$ cat src/rtl/day6_problem_sequencer.sv
// Iterative worksheet evaluator: accepts one problem record per handshake, reduces it
// one operand per cycle with a shared add/multiply unit, and accumulates a grand total.
module day6_problem_sequencer #(
  parameter int DATA_WIDTH   = 16,
  parameter int NUM_OPERANDS = 4,
  parameter int RESULT_WIDTH = 64,
  parameter int MAX_PROBLEMS = 1000,
  parameter int COUNT_WIDTH  = 16
) (
  input  logic                               clk,
  input  logic                               rst_n,
  input  logic                               start,
  input  logic                               in_valid,
  output logic                               in_ready,
  input  logic [NUM_OPERANDS*DATA_WIDTH-1:0] in_operands,
  input  logic                               in_op,
  input  logic                               in_last,
  output logic                               busy,
  output logic [COUNT_WIDTH-1:0]             problem_count,
  output logic                               finished,
  output logic                               overrun,
  output logic [RESULT_WIDTH-1:0]            result
);

  localparam int K_W = (NUM_OPERANDS > 2) ? $clog2(NUM_OPERANDS) : 1;

  typedef enum logic [2:0] {
    S_IDLE,
    S_FETCH,
    S_EVAL,
    S_ACCUM,
    S_DONE
  } state_e;

  state_e                            state_q, state_d;
  logic [RESULT_WIDTH-1:0]           acc_q, acc_d;
  logic [RESULT_WIDTH-1:0]           result_q, result_d;
  logic [COUNT_WIDTH-1:0]            count_q, count_d;
  logic                              finished_q, finished_d;
  logic                              overrun_q, overrun_d;
  logic [K_W-1:0]                    k_q, k_d;
  logic [RESULT_WIDTH-1:0]           partial_q, partial_d;
  logic [NUM_OPERANDS*DATA_WIDTH-1:0] opnds_q, opnds_d;
  logic                              op_q, op_d;
  logic                              last_q, last_d;

  logic [DATA_WIDTH-1:0]   opnd_cur;
  logic [RESULT_WIDTH-1:0] mul_operand;
  logic [RESULT_WIDTH-1:0] acc_sum;
  logic [COUNT_WIDTH-1:0]  count_inc;

  assign opnd_cur    = opnds_q[int'(k_q)*DATA_WIDTH +: DATA_WIDTH];
  // A zero operand is a blank worksheet column, so it multiplies as identity.
  assign mul_operand = (opnd_cur == '0) ? RESULT_WIDTH'(1) : RESULT_WIDTH'(opnd_cur);
  assign acc_sum     = acc_q + partial_q;
  assign count_inc   = count_q + COUNT_WIDTH'(1);

  // NOTE: every signal driven here gets a default first, so no path leaves one
  // unassigned and no latch is inferred.
  always_comb begin
    state_d    = state_q;
    acc_d      = acc_q;
    result_d   = result_q;
    count_d    = count_q;
    finished_d = finished_q;
    overrun_d  = overrun_q;
    k_d        = k_q;
    partial_d  = partial_q;
    opnds_d    = opnds_q;
    op_d       = op_q;
    last_d     = last_q;
    in_ready   = 1'b0;
    busy       = 1'b0;

    unique case (state_q)
      S_IDLE, S_DONE: begin
        if (start) begin
          acc_d      = '0;
          count_d    = '0;
          finished_d = 1'b0;
          overrun_d  = 1'b0;
          state_d    = S_FETCH;
        end
      end
      S_FETCH: begin
        in_ready = 1'b1;
        busy     = 1'b1;
        if (in_valid) begin
          opnds_d   = in_operands;
          op_d      = in_op;
          last_d    = in_last;
          partial_d = in_op ? '0 : RESULT_WIDTH'(1);
          k_d       = '0;
          state_d   = S_EVAL;
        end
      end
      S_EVAL: begin
        busy      = 1'b1;
        partial_d = op_q ? (partial_q + RESULT_WIDTH'(opnd_cur)) : (partial_q * mul_operand);
        k_d       = k_q + K_W'(1);
        if (k_q == K_W'(NUM_OPERANDS - 1)) state_d = S_ACCUM;
      end
      S_ACCUM: begin
        busy    = 1'b1;
        acc_d   = acc_sum;
        count_d = count_inc;
        if (last_q || (count_inc == COUNT_WIDTH'(MAX_PROBLEMS))) begin
          result_d   = acc_sum;
          finished_d = 1'b1;
          overrun_d  = ~last_q;
          state_d    = S_DONE;
        end else begin
          state_d = S_FETCH;
        end
      end
      default: state_d = S_IDLE;
    endcase
  end

  // NOTE: state registers use non-blocking assignments so every flop samples
  // pre-edge values regardless of process ordering.
  always_ff @(posedge clk) begin
    if (!rst_n) begin
      state_q    <= S_IDLE;
      acc_q      <= '0;
      result_q   <= '0;
      count_q    <= '0;
      finished_q <= 1'b0;
      overrun_q  <= 1'b0;
      k_q        <= '0;
    end else begin
      state_q    <= state_d;
      acc_q      <= acc_d;
      result_q   <= result_d;
      count_q    <= count_d;
      finished_q <= finished_d;
      overrun_q  <= overrun_d;
      k_q        <= k_d;
    end
  end

  // NOTE: the record latch is pure datapath, always written in FETCH before it is
  // read, so it carries no reset.
  always_ff @(posedge clk) begin
    partial_q <= partial_d;
    opnds_q   <= opnds_d;
    op_q      <= op_d;
    last_q    <= last_d;
  end

  assign problem_count = count_q;
  assign finished      = finished_q;
  assign overrun       = overrun_q;
  assign result        = result_q;

endmodule

$ cat config.mk
export PLATFORM = sky130hd
export DESIGN_NAME = day6_problem_sequencer
export DESIGN_NICKNAME = d
export VERILOG_FILES = /design/src/rtl/day6_problem_sequencer.sv
export SDC_FILE = /design/constraint.sdc
export NUM_CORES = 2
export LEC_CHECK = 0
export ABC_AREA = 1
export CELL_PAD_IN_SITES_DETAIL_PLACEMENT = 1
export CELL_PAD_IN_SITES_GLOBAL_PLACEMENT = 1
export CORE_MARGIN = 2
export CORE_UTILIZATION = 40
export DETAILED_ROUTE_END_ITERATION = 12
export PLACE_DENSITY = 0.68
export SYNTH_ARGS = -nofsm -noshare
export SYNTH_HDL_FRONTEND = slang
export SYNTH_SLANG_ARGS = --single-unit
$ cat constraint.sdc
create_clock -name clk -period 19.2 [get_ports clk]
set_input_delay 3.84 -clock clk [delete_from_list [all_inputs] [get_ports clk]]
set_output_delay 3.84 -clock clk [all_outputs]
set_load 0.02 [all_outputs]
==> results.md <==
- The worst hold path class is reg -> reg.
- The total number of vias is 40900.
- The TritonCTS sink count is 281.
- The total overflow left after global routing is 0.
- The number of rows in the core area is 122.
- TritonCTS created 39 clock buffers.
- After the first detailed-routing iteration, the DRC count stood at 2834.
- Counting stages on the worst path, the most repeated cell is sky130_fd_sc_hd__fa_1.
- The clock transition time at the flip-flop clock pins of the worst setup and hold paths is 60 ps.
- The number of hold violations in the final report is 0.
- The synthesized area per cell is 7.50 sq um.
- The area fraction of the dominant cell type after synthesis is 33.9%.
- The minimum clock period is 9530 ps.
- Of the available clock period, the critical path in the final layout requires 49.6%.
- The maximum root-to-sink buffer count is 3.
- The detail-routed net length per standard cell is 25.4 microns.
- The final weighted congestion in routability-driven placement is 1.00.
- The endpoint of the worst register-to-register path is partial_q[41]$_SDFFCE_PN0P_.
- For this design, the slowest cell found on the critical path is sky130_fd_sc_hd__inv_1.
- In this design, the largest share of critical-path delay is due to adder cells.
- For this run, the number of Yosys warnings is 0.
- The sum of net half-perimeters after detailed placement is 153000 microns.
- The top fanout value on the critical path is 23.
- Of all cell types, the one taking the most synthesized area is sky130_fd_sc_hd__fa_1.
- The flop-to-flop setup slack is 9670 ps.
- The clock latency of the later-clocked register in the worst-skew pair is 610 ps.
- Input and output buffers added on the ports amount to 153.
- Hold repair after CTS inserted 0 buffers.
- The wire length of the first global-routing pass is 286000 microns.
- The initial core utilization is 40.3%.
- The worst hold path begins at overrun$_SDFFE_PN0P_.
- The post-cts resize count is 0.
- Yosys mapped a number of flops with a built-in enable equal to 130.
- The post-synthesis register bit count is 281.
- The most used flip-flop cell after synthesis is sky130_fd_sc_hd__dfxtp_1.
- The data required time at the worst endpoint is 19540 ps.
- The total nets after synthesis is 6933.
- The post-route setup TNS is 0 ps.
- Counting every instance in the synthesized netlist gives 5931.
- The number of pins with negative max-slew slack in the final report is 0.
- Once detail routing completed, the nets flagged for antenna violations numbered 0.
- Entering global routing, the biggest net connects 75 pins.
- On the worst path, the slowest cell contributes a delay of 860 ps.
- The initial antenna violation count is 7.
- The die is 337 microns wide.
- The die outline height is 337 microns.
- The relative slew slack is 8.40%.
- For the pin with the worst max-slew slack, the measured transition is 1360 ps.
- The full die area is 0.114 sq mm.
- The worst register-to-register path begins at k_q[1]$_SDFFE_PN0P_.
- Setup repair after global routing left no endpoint under its margin.
- The post-layout net count is 7008.
- After clock tree synthesis, the setup repair step added 0 buffers.
- The count of fill cells added during filler insertion is 13900.
- The number of library cell types mapped by synthesis is 59.
- TritonCTS built the clock tree.
- Across every metal layer, demand over resource in global routing totals 34.1%.
- The critical path endpoint category is a flop.
- The layout cell share with drive strength beyond 1 is 3.66%.
- The pre-antenna-repair detailed-routing pass consisted of 7 iterations.
- Clock tree synthesis selected as its root buffer the cell sky130_fd_sc_hd__clkbuf_16.
- The core region is 0.111 sq mm.
- Using the TritonRoute via totals, the vias-per-cell ratio works out to 5.43.
- Clock skew on the completed layout was measured at 39.4 ps.
- In this run the number of H-tree levels came out at 2.
- The number of DRC violations after detailed routing is 0.
- After synthesis, the cell types taking the most area are sky130_fd_sc_hd__fa_1 (34%), sky130_fd_sc_hd__nand2_1 (11%), sky130_fd_sc_hd__inv_1 (10%), sky130_fd_sc_hd__edfxtp_1 (8.8%), sky130_fd_sc_hd__dfxtp_1 (6.8%).
- By startpoint and endpoint, the worst setup path is classified as reg -> reg.
- The run finished with clean final reports.
- The logic depth of the worst register-to-register path is 29.
- The highest clock frequency the design can meet is 105 MHz.
- After synthesis, flip-flops and latches occupy 15.6% of the total area.
- The count of maximum capacitance violations is 0.
- The netlist area before placement is 0.0445 sq mm.
- Setup violations remaining at the end of the flow were counted as 0.
- The cell depth of the worst min-delay path is 2.
- The number of global-route vias before repair was 43800.
- The share of synthesized registers carrying an async set or reset is 0%.
- 154 I/O pins were placed.
- The worst endpoint data arrival time is 9870 ps.
- The startpoint type of the worst setup path is a flop.
- The worst hold path terminates at overrun$_SDFFE_PN0P_.
- Summed over all layers, the routed wires come to 191000 microns.
- The area growth from synthesis to layout is 10.3%.
- Together, buffers and inverters on the worst path number 8.
## worst register-to-register path: cells and delay by family, from the launching register on
family / cells / cell delay [ps]
AOI/OAI and AO/OA: 7 / 2080
adders and majority gates: 7 / 3220
buffers and inverters: 8 / 2060
DFF: 1 / 840
and+or+nand+nor: 7 / 1080
## routing by layer
layer  wire length (microns)  vias to the layer above  GRT usage, %
li1                        -                    18100             -
met1                   82200                    21000          46.2
met2                   86300                     1429          54.4
met3                   13600                      346          5.76
met4                    8790                        2          13.8
met5                      11                        -             0
## cell families (layout without fill, tap and decap cells)
logic type	Yosys count	after routing	synth area share, %
xor+xnor	111	111	2.19
flops	281	281	15.6
compound gates	776	776	9.50
simple gates	2350	2350	21.2
other cells	0	5	0
buf+inv	1481	1587	12.7
fa+ha+maj	932	932	38.9
## state kept, by name, summed over array words and instances (netlist names)
name	cells
result	64
opnds_q	64
overrun	1
state_q	3
problem_count	16
finished	1
partial_q	64
last_q	1
acc_q	64
op_q	1
k_q	2
## placed cells by master (no fill, tap or decap), types with 32 or more instances in the layout
cell	instances
sky130_fd_sc_hd__nand2_1	1310
sky130_fd_sc_hd__inv_1	1226
sky130_fd_sc_hd__fa_1	754
sky130_fd_sc_hd__nor2_1	707
sky130_fd_sc_hd__a21oi_1	385
sky130_fd_sc_hd__o21ai_0	242
sky130_fd_sc_hd__ha_1	178
sky130_fd_sc_hd__nand3_1	170
sky130_fd_sc_hd__clkdlybuf4s50_1	152
sky130_fd_sc_hd__dfxtp_1	151
sky130_fd_sc_hd__edfxtp_1	130
sky130_fd_sc_hd__buf_4	103
sky130_fd_sc_hd__xor2_1	87
sky130_fd_sc_hd__nor3_1	42
sky130_fd_sc_hd__a31oi_1	42
sky130_fd_sc_hd__clkbuf_16	40
sky130_fd_sc_hd__nand4_1	33
sky130_fd_sc_hd__nor4_1	32
## metrics by stage
step | hold slack, ps | setup WS [ps] | area [sq um] | cells | util (%)
4_1_cts | 471 | 9800 | 49100 | 7525 | 44.4
3_3_place_gp | 450 | 9930 | 47800 | 7453 | 43.2
6_report | 464 | 9670 | 49100 | 7530 | 44.4
2_1_floorplan | 445 | 10050 | 44500 | 5931 | -
3_5_place_dp | 462 | 9830 | 47800 | 7453 | 43.2
5_1_grt | 489 | 9180 | 49100 | 7526 | 44.4
## worst max-delay path by stage
stage                         from                           to  slack (ps)  depth (start not counted)
2_1_floorplan             in_valid          k_q[1]$_SDFFE_PN0P_       10050                          5
3_3_place_gp   k_q[1]$_SDFFE_PN0P_  partial_q[43]$_SDFFCE_PN0P_        9930                         27
3_5_place_dp   k_q[1]$_SDFFE_PN0P_  partial_q[43]$_SDFFCE_PN0P_        9830                         27
4_1_cts        k_q[1]$_SDFFE_PN0P_  partial_q[43]$_SDFFCE_PN0P_        9800                         27
5_1_grt        k_q[1]$_SDFFE_PN0P_  partial_q[43]$_SDFFCE_PN0P_        9180                         27
6_report       k_q[1]$_SDFFE_PN0P_  partial_q[41]$_SDFFCE_PN0P_        9670                         29
## synth_stat cells, types with 24 or more instances
cell type and number:
sky130_fd_sc_hd__xor2_1 87, sky130_fd_sc_hd__nor2_1 708, sky130_fd_sc_hd__ha_1 178, sky130_fd_sc_hd__nand3_1 170, sky130_fd_sc_hd__fa_1 754, sky130_fd_sc_hd__a21oi_1 385, sky130_fd_sc_hd__xnor2_1 24, sky130_fd_sc_hd__nand4_1 33
sky130_fd_sc_hd__nor4_1 32, sky130_fd_sc_hd__edfxtp_1 130, sky130_fd_sc_hd__o21ai_0 243, sky130_fd_sc_hd__buf_1 25, sky130_fd_sc_hd__inv_1 1226, sky130_fd_sc_hd__dfxtp_1 151, sky130_fd_sc_hd__clkbuf_1 171, sky130_fd_sc_hd__a31oi_1 42
sky130_fd_sc_hd__or2_2 24, sky130_fd_sc_hd__nand2_1 1314, sky130_fd_sc_hd__nor3_1 44
## final cells by class
class,count,area (sq um),area share [%]
Antenna cell,5,12.5,0.0255
Clock buffer,53,1080,2.20
Clock inverter,19,204,0.415
Inverter,1259,4730,9.63
Multi-Input combinational cell,4169,32000,65.1
Sequential cell,281,6930,14.1
Tap cell,1488,1860,3.79
Timing Repair Buffer,256,2300,4.69
Power is left out: the tool's default activity adds up to more than one toggle a clock period on the data nets, which glitch-free logic cannot reach.
